[src/rtl/uart_pkg.sv]
// uart_pkg: receiver state encoding and bit-timing helper shared by the UART blocks
package uart_pkg;
  typedef enum logic [2:0] {IDLE, START, DATA, STOP, BREAK} rx_state_t;
  function automatic int cycles_per_bit(input int clock_rate, input int baud_rate);
    return clock_rate / baud_rate;
  endfunction
endpackage

[src/rtl/uart_rx_core.sv]
// uart_rx_core: 8N1 receiver with input synchroniser, mid-bit sampling FSM and byte/error strobes
module uart_rx_core
  import uart_pkg::*;
#(
  parameter int cpb = 16
) (
  input  logic       clk,
  input  logic       rst_n,
  input  logic       ser_rx,
  output logic [7:0] rx_byte,
  output logic       rx_valid,
  output logic       rx_ferr,
  output logic       busy
);
  localparam int half = cpb / 2;
  localparam int cw = $clog2(cpb);
  logic [1:0] sync_q, sync_d;
  rx_state_t state_q, state_d;
  logic [cw-1:0] cnt_q, cnt_d;
  logic [2:0] idx_q, idx_d;
  logic [7:0] shift_q, shift_d;
  logic rx_s, bit_end, half_end;
  assign rx_s = sync_q[1];
  assign bit_end = cnt_q == cw'(cpb - 1);
  assign half_end = cnt_q == cw'(half - 1);
  assign rx_byte = shift_q;
  assign busy = state_q != IDLE;
  always_comb begin
    sync_d = {sync_q[0], ser_rx};
    state_d = state_q;
    cnt_d = cnt_q + 1'b1;
    idx_d = idx_q;
    shift_d = shift_q;
    rx_valid = 1'b0;
    rx_ferr = 1'b0;
    case (state_q)
      IDLE: begin
        cnt_d = '0;
        state_d = rx_s ? IDLE : START;
      end
      START: if (half_end) begin
        cnt_d = '0;
        idx_d = '0;
        state_d = rx_s ? IDLE : DATA;
      end
      DATA: if (bit_end) begin
        cnt_d = '0;
        shift_d = {rx_s, shift_q[7:1]};
        idx_d = idx_q + 1'b1;
        state_d = (idx_q == 3'd7) ? STOP : DATA;
      end
      STOP: if (bit_end) begin
        cnt_d = '0;
        rx_valid = rx_s;
        rx_ferr = !rx_s;
        state_d = rx_s ? IDLE : BREAK;
      end
      BREAK: state_d = rx_s ? IDLE : BREAK;
      default: state_d = IDLE;
    endcase
  end
  always_ff @(posedge clk) begin
    if (!rst_n) begin
      sync_q <= 2'b11;
      state_q <= IDLE;
      cnt_q <= '0;
      idx_q <= '0;
      shift_q <= '0;
    end else begin
      sync_q <= sync_d;
      state_q <= state_d;
      cnt_q <= cnt_d;
      idx_q <= idx_d;
      shift_q <= shift_d;
    end
  end
endmodule

[src/rtl/uart_ram_loader.sv]
// uart_ram_loader: writes received UART bytes to consecutive block_ram addresses with wrap tracking
module uart_ram_loader
  import uart_pkg::*;
#(
  parameter int clock_rate = 24000000,
  parameter int baud_rate = 1200,
  parameter int depth = 1152,
  parameter int addr_bits = $clog2(depth)
) (
  input  logic                 clk,
  input  logic                 rst_n,
  input  logic                 ser_rx,
  output logic [addr_bits-1:0] waddr,
  output logic [7:0]           wdata,
  output logic                 wren,
  output logic                 frame_err,
  output logic                 wrapped,
  output logic                 busy
);
  logic [7:0] rx_byte;
  logic rx_valid, rx_ferr, last;
  logic [addr_bits-1:0] ptr_q, ptr_d, waddr_q, waddr_d;
  logic [7:0] wdata_q, wdata_d;
  logic wren_q, wren_d, ferr_q, ferr_d, wrapped_q, wrapped_d;
  uart_rx_core #(.cpb(cycles_per_bit(clock_rate, baud_rate))) u_rx (
    .clk(clk),
    .rst_n(rst_n),
    .ser_rx(ser_rx),
    .rx_byte(rx_byte),
    .rx_valid(rx_valid),
    .rx_ferr(rx_ferr),
    .busy(busy)
  );
  assign last = ptr_q == addr_bits'(depth - 1);
  always_comb begin
    wren_d = rx_valid;
    ferr_d = rx_ferr;
    waddr_d = rx_valid ? ptr_q : waddr_q;
    wdata_d = rx_valid ? rx_byte : wdata_q;
    ptr_d = rx_valid ? (last ? '0 : ptr_q + 1'b1) : ptr_q;
    wrapped_d = wrapped_q | (rx_valid & last);
  end
  always_ff @(posedge clk) begin
    if (!rst_n) begin
      ptr_q <= '0;
      waddr_q <= '0;
      wdata_q <= '0;
      wren_q <= 1'b0;
      ferr_q <= 1'b0;
      wrapped_q <= 1'b0;
    end else begin
      ptr_q <= ptr_d;
      waddr_q <= waddr_d;
      wdata_q <= wdata_d;
      wren_q <= wren_d;
      ferr_q <= ferr_d;
      wrapped_q <= wrapped_d;
    end
  end
  assign waddr = waddr_q;
  assign wdata = wdata_q;
  assign wren = wren_q;
  assign frame_err = ferr_q;
  assign wrapped = wrapped_q;
endmodule

[config.mk]
export PLATFORM = sky130hd
export DESIGN_NAME = uart_ram_loader
export DESIGN_NICKNAME = d
export VERILOG_FILES = /design/src/rtl/uart_pkg.sv /design/src/rtl/uart_rx_core.sv /design/src/rtl/uart_ram_loader.sv
export SDC_FILE = /design/constraint.sdc
export NUM_CORES = 1
export LEC_CHECK = 0
export ABC_AREA = 1
export ABC_CLOCK_PERIOD_IN_PS = 4600
export BUFFER_PORTS_ARGS = -buffer_cell sky130_fd_sc_hd__buf_2
export CORE_UTILIZATION = 47
export DETAILED_ROUTE_END_ITERATION = 8
export HOLD_SLACK_MARGIN = 0.08
export PLACE_DENSITY = 0.65
export SYNTH_ARGS = -nofsm -noshare
export SYNTH_HDL_FRONTEND = slang
export SYNTH_SLANG_ARGS = --single-unit
[constraint.sdc]
create_clock -name clk -period 4.6 [get_ports clk]
set_input_delay 0.23 -clock clk [delete_from_list [all_inputs] [get_ports clk]]
set_output_delay 0.23 -clock clk [all_outputs]
set_load 0.03 [all_outputs]
==> qor.txt <==
STATUS
---------------------------------------------------------------------------------------
Run status                                                                 complete, no violations

CLOCK NETWORK
---------------------------------------------------------------------------------------
Number of hold-repair buffers added at the cts stage                                  1
Maximum clock insertion buffer count                                                  2
Clk slew on worst S/H paths                                                       70 ps
Cells resized by post-CTS repair                                                      0
Clock net sink count                                                                 64
Clk Tree Root Cell                                                         sky130_fd_sc_hd__clkbuf_8
Source-to-sink clock delay at the later pin of the worst-skew pair               340 ps
CTS tree                                                                          built
Number of CTS-inserted buffers                                                        9
Post-CTS Setup Repair Bufs                                                            0
CTS H-tree lvls                                                                       3

DETAILED ROUTING
---------------------------------------------------------------------------------------
Number of violations reported at the end of detailed-routing iteration 0            184
Detailed-route wire length per cell                                             11.4 um
Total routed wirelength                                                         5900 um
Via count of the routed design                                                    2,564
Detailed Routing Iterations Pass 1                                                    5
Residual antenna-violating net count after detailed routing                           0
Vias per inst                                                                      4.96
Post-route DRC violation count                                                        0

SYNTHESIS
---------------------------------------------------------------------------------------
Sequential fraction of the synthesis area                                         43.2%
Library cell with the largest summed area after synthesis                  sky130_fd_sc_hd__dfxtp_1
Cell types occupying the most area after synthesis                         sky130_fd_sc_hd__dfxtp_1, sky130_fd_sc_hd__nand2_1, sky130_fd_sc_hd__nor2_1
Most frequent cells after synthesis                                        sky130_fd_sc_hd__nand2_1, sky130_fd_sc_hd__dfxtp_1, sky130_fd_sc_hd__nor2_1, sky130_fd_sc_hd__inv_1, sky130_fd_sc_hd__a21oi_1
Yosys warning count                                                                   0
Synthesized area                                                             2970 sq um
Cell with the most instances after synthesis                               sky130_fd_sc_hd__nand2_1
Async SR Flop Fraction                                                               0%
Number of nets produced by synthesis                                                419
Number of standard cells after synthesis                                            412
Top cell type's share of synthesized area                                         43.2%
Number of flip-flops and latches in the synthesized netlist                          64
Flip-flop cell with the highest count after synthesis                      sky130_fd_sc_hd__dfxtp_1
Number of enable-type register cells in the synthesized netlist                       0
Number of distinct library cells after synthesis                                     32
Average instance area after synthesis                                        7.20 sq um

LAYOUT
---------------------------------------------------------------------------------------
Number of diodes                                                                      0
P&R area growth vs syn                                                            12.9%
Net count reported at finish                                                        444
Share of post-route cells with drive strength above 1                             15.2%
# fillers                                                                           557

TIMING
---------------------------------------------------------------------------------------
Setup TNS Final                                                                    0 ps
Hold violation count in the final report                                              0
Fin. max-slew vios                                                                    0
Post-route minimum period                                                       2010 ps
Relative slew slack                                                               31.2%
Number of setup violations in the final report                                        0
RSZ-0062 raised after global routing                                                 no
Post-route clock period utilization                                               43.7%
Largest clock skew in the final design                                          7.96 ps
Fmax                                                                            497 MHz
Transition time at the pin with the least slew margin                           1030 ps

PLACE
---------------------------------------------------------------------------------------
Detailed placer's ending HPWL                                                   4000 um
I/O Buffers                                                                          25
Final estimated routing congestion in global placement                            0.856

POWER
---------------------------------------------------------------------------------------
Maximum vdd ir drop                                                            0.270 mV
Leakage power                                                                   1.39 nW
Internal power                                                                 0.930 mW
Final Power                                                                     1.19 mW
Net switching share of the total power                                            21.7%
Switching power summed over all nets                                           0.258 mW
Comb pwr share                                                                     2.9%
Power share of the sequential group                                               47.1%
Part of the total power dissipated in the clock network                           50.0%
Pwr/cell area                                                               355 nW/um^2

FLOW RUN
---------------------------------------------------------------------------------------
Max-cap viol count                                                                    0

GLOBAL ROUTING
---------------------------------------------------------------------------------------
GR Overflow Total                                                                     0
Wire length of the first global-routing pass                                  10,300 um
Total GRT Usage                                                                   20.4%
Vias in the first global route                                                    2,358
Number of antenna violations at the first check in global routing                     0
Largest net degree at the start of global routing                                    34

WORST SETUP PATH
---------------------------------------------------------------------------------------
Maximum net fanout on the critical path                                              20
Crit start category                                                                flop
Critical path class                                                          reg -> reg
Worst EP arrival                                                                2190 ps
CP Capture Type                                                                    flop
Standard cell with the maximum stage delay on the critical path            sky130_fd_sc_hd__nand4_1
Required time at the endpoint of the critical path                              4780 ps
Peak per-stage delay on the critical path                                        670 ps
Chain of cells forming the critical path                                   ha_1 > nand3_2 > nor2_1 > nand4_1 > nand2_1 > a21oi_1

DIE
---------------------------------------------------------------------------------------
Effective utilization at floorplan                                                49.5%
# IOs                                                                                26
Height of the die                                                               81.4 um
Core Area                                                                    5990 sq um
Die boundary width                                                              81.4 um
Die Area                                                                     6630 sq um
Row count                                                                            28

WORST HOLD PATH
---------------------------------------------------------------------------------------
Worst min-delay path category                                                 in -> reg

path summary, 6_finish.rpt:
| path | start | to | slack (ps) | cells after the start |
|---|---|---|---|---|
| worst max-delay path | u_rx.cnt_q[0] | ptr_q[9] | 2590 | 6 |
| worst min-delay path | rst_n | u_rx.cnt_q[12] | 350 | 3 |
| worst max register to register | u_rx.cnt_q[0] | ptr_q[9] | 2590 | 6 |
| worst min register to register | u_rx.sync_q[0] | u_rx.sync_q[1] | 430 | 1 |
per-layer routing:
metal  up-vias  global-route usage [%]  part of all wire, %
li1       1363                       -                    -
met1      1167                    26.2                   50
met2        27                    32.0                   46
met3         7                    5.22                  3.0
met4         0                    9.11                  1.5
met5         -                       0                    0
sequential cells by signal, indices dropped and copies added (netlist names):
| name | count |
|---|---|
| u_rx.rx_byte | 8 |
| wrapped | 1 |
| wdata | 8 |
| u_rx.cnt_q | 15 |
| waddr | 11 |
| u_rx.idx_q | 3 |
| u_rx.sync_q | 2 |
| u_rx.state_q | 3 |
| frame_err | 1 |
| ptr_q | 11 |
| wren | 1 |
critical path, delay by kind of cell, from the launching register on:
kind            cells  cell delay [ps]
simple gates        4             1180
flops               1              350
fa+ha+maj           1              220
compound gates      1               90
cell families (layout without fill, tap and decap cells):
family	Yosys count	after routing	share of synthesized area [%]
XOR/XNOR	9	9	2.66
buffers and inverters	56	86	8.56
AO/OA/AOI/OAI	50	50	8.94
flip-flops	64	64	43.2
AND/OR/NAND/NOR	229	229	35.0
adder cells (fa/ha/maj)	4	4	1.69
power groups by stage:
| stage | Clock, mW | Sequential [mW] | Combinational [mW] |
|---|---|---|---|
| 3_3_place_gp | 0 | 0.572 | 0.0338 |
| 5_1_grt | 0.628 | 0.560 | 0.0390 |
| 6_report | 0.594 | 0.559 | 0.0350 |
| 4_1_cts | 0.608 | 0.559 | 0.0356 |
| 2_1_floorplan | 0 | 0.572 | 0.0275 |
| 3_5_place_dp | 0 | 0.572 | 0.0345 |
metrics by stage:
step                instance area, sq um  hold WS, ps  setup WS [ps]  utilization, %  std cells
floorplan                           2970          337           3130               -        412
global placement                    3100          397           2620            51.7        500
detailed placement                  3100          411           2520            51.7        500
CTS                                 3350          342           2510            55.9        517
global route                        3350          356           2260            55.9        517
finish                              3350          347           2590            55.9        517
cell usage in the layout (no fill, tap or decap), drive strengths merged, types with 3 or more instances in the layout:
cell type / synthesis / routed
nor3: 4 / 4
nand2: 115 / 115
nand3: 23 / 23
bufinv: 0 / 3
nand4: 13 / 13
xor2: 6 / 6
ha: 4 / 4
dfxtp: 64 / 64
buf: 7 / 25
or2: 3 / 3
nor2: 69 / 69
o21ai: 12 / 12
a21oi: 33 / 33
clkbuf: 5 / 10
inv: 44 / 45
xnor2: 3 / 3
area by class of cell:
cell class,instances,area (sq um),area share (%)
Tap cell,75,93.8,2.80
Timing Repair Buffer,26,135,4.03
Inverter,44,165,4.93
Sequential cell,64,1280,38.2
Multi-Input combinational cell,292,1430,42.7
Clock buffer,10,128,3.81
Clock inverter,6,116,3.47
(Power assumes the default switching activity.)
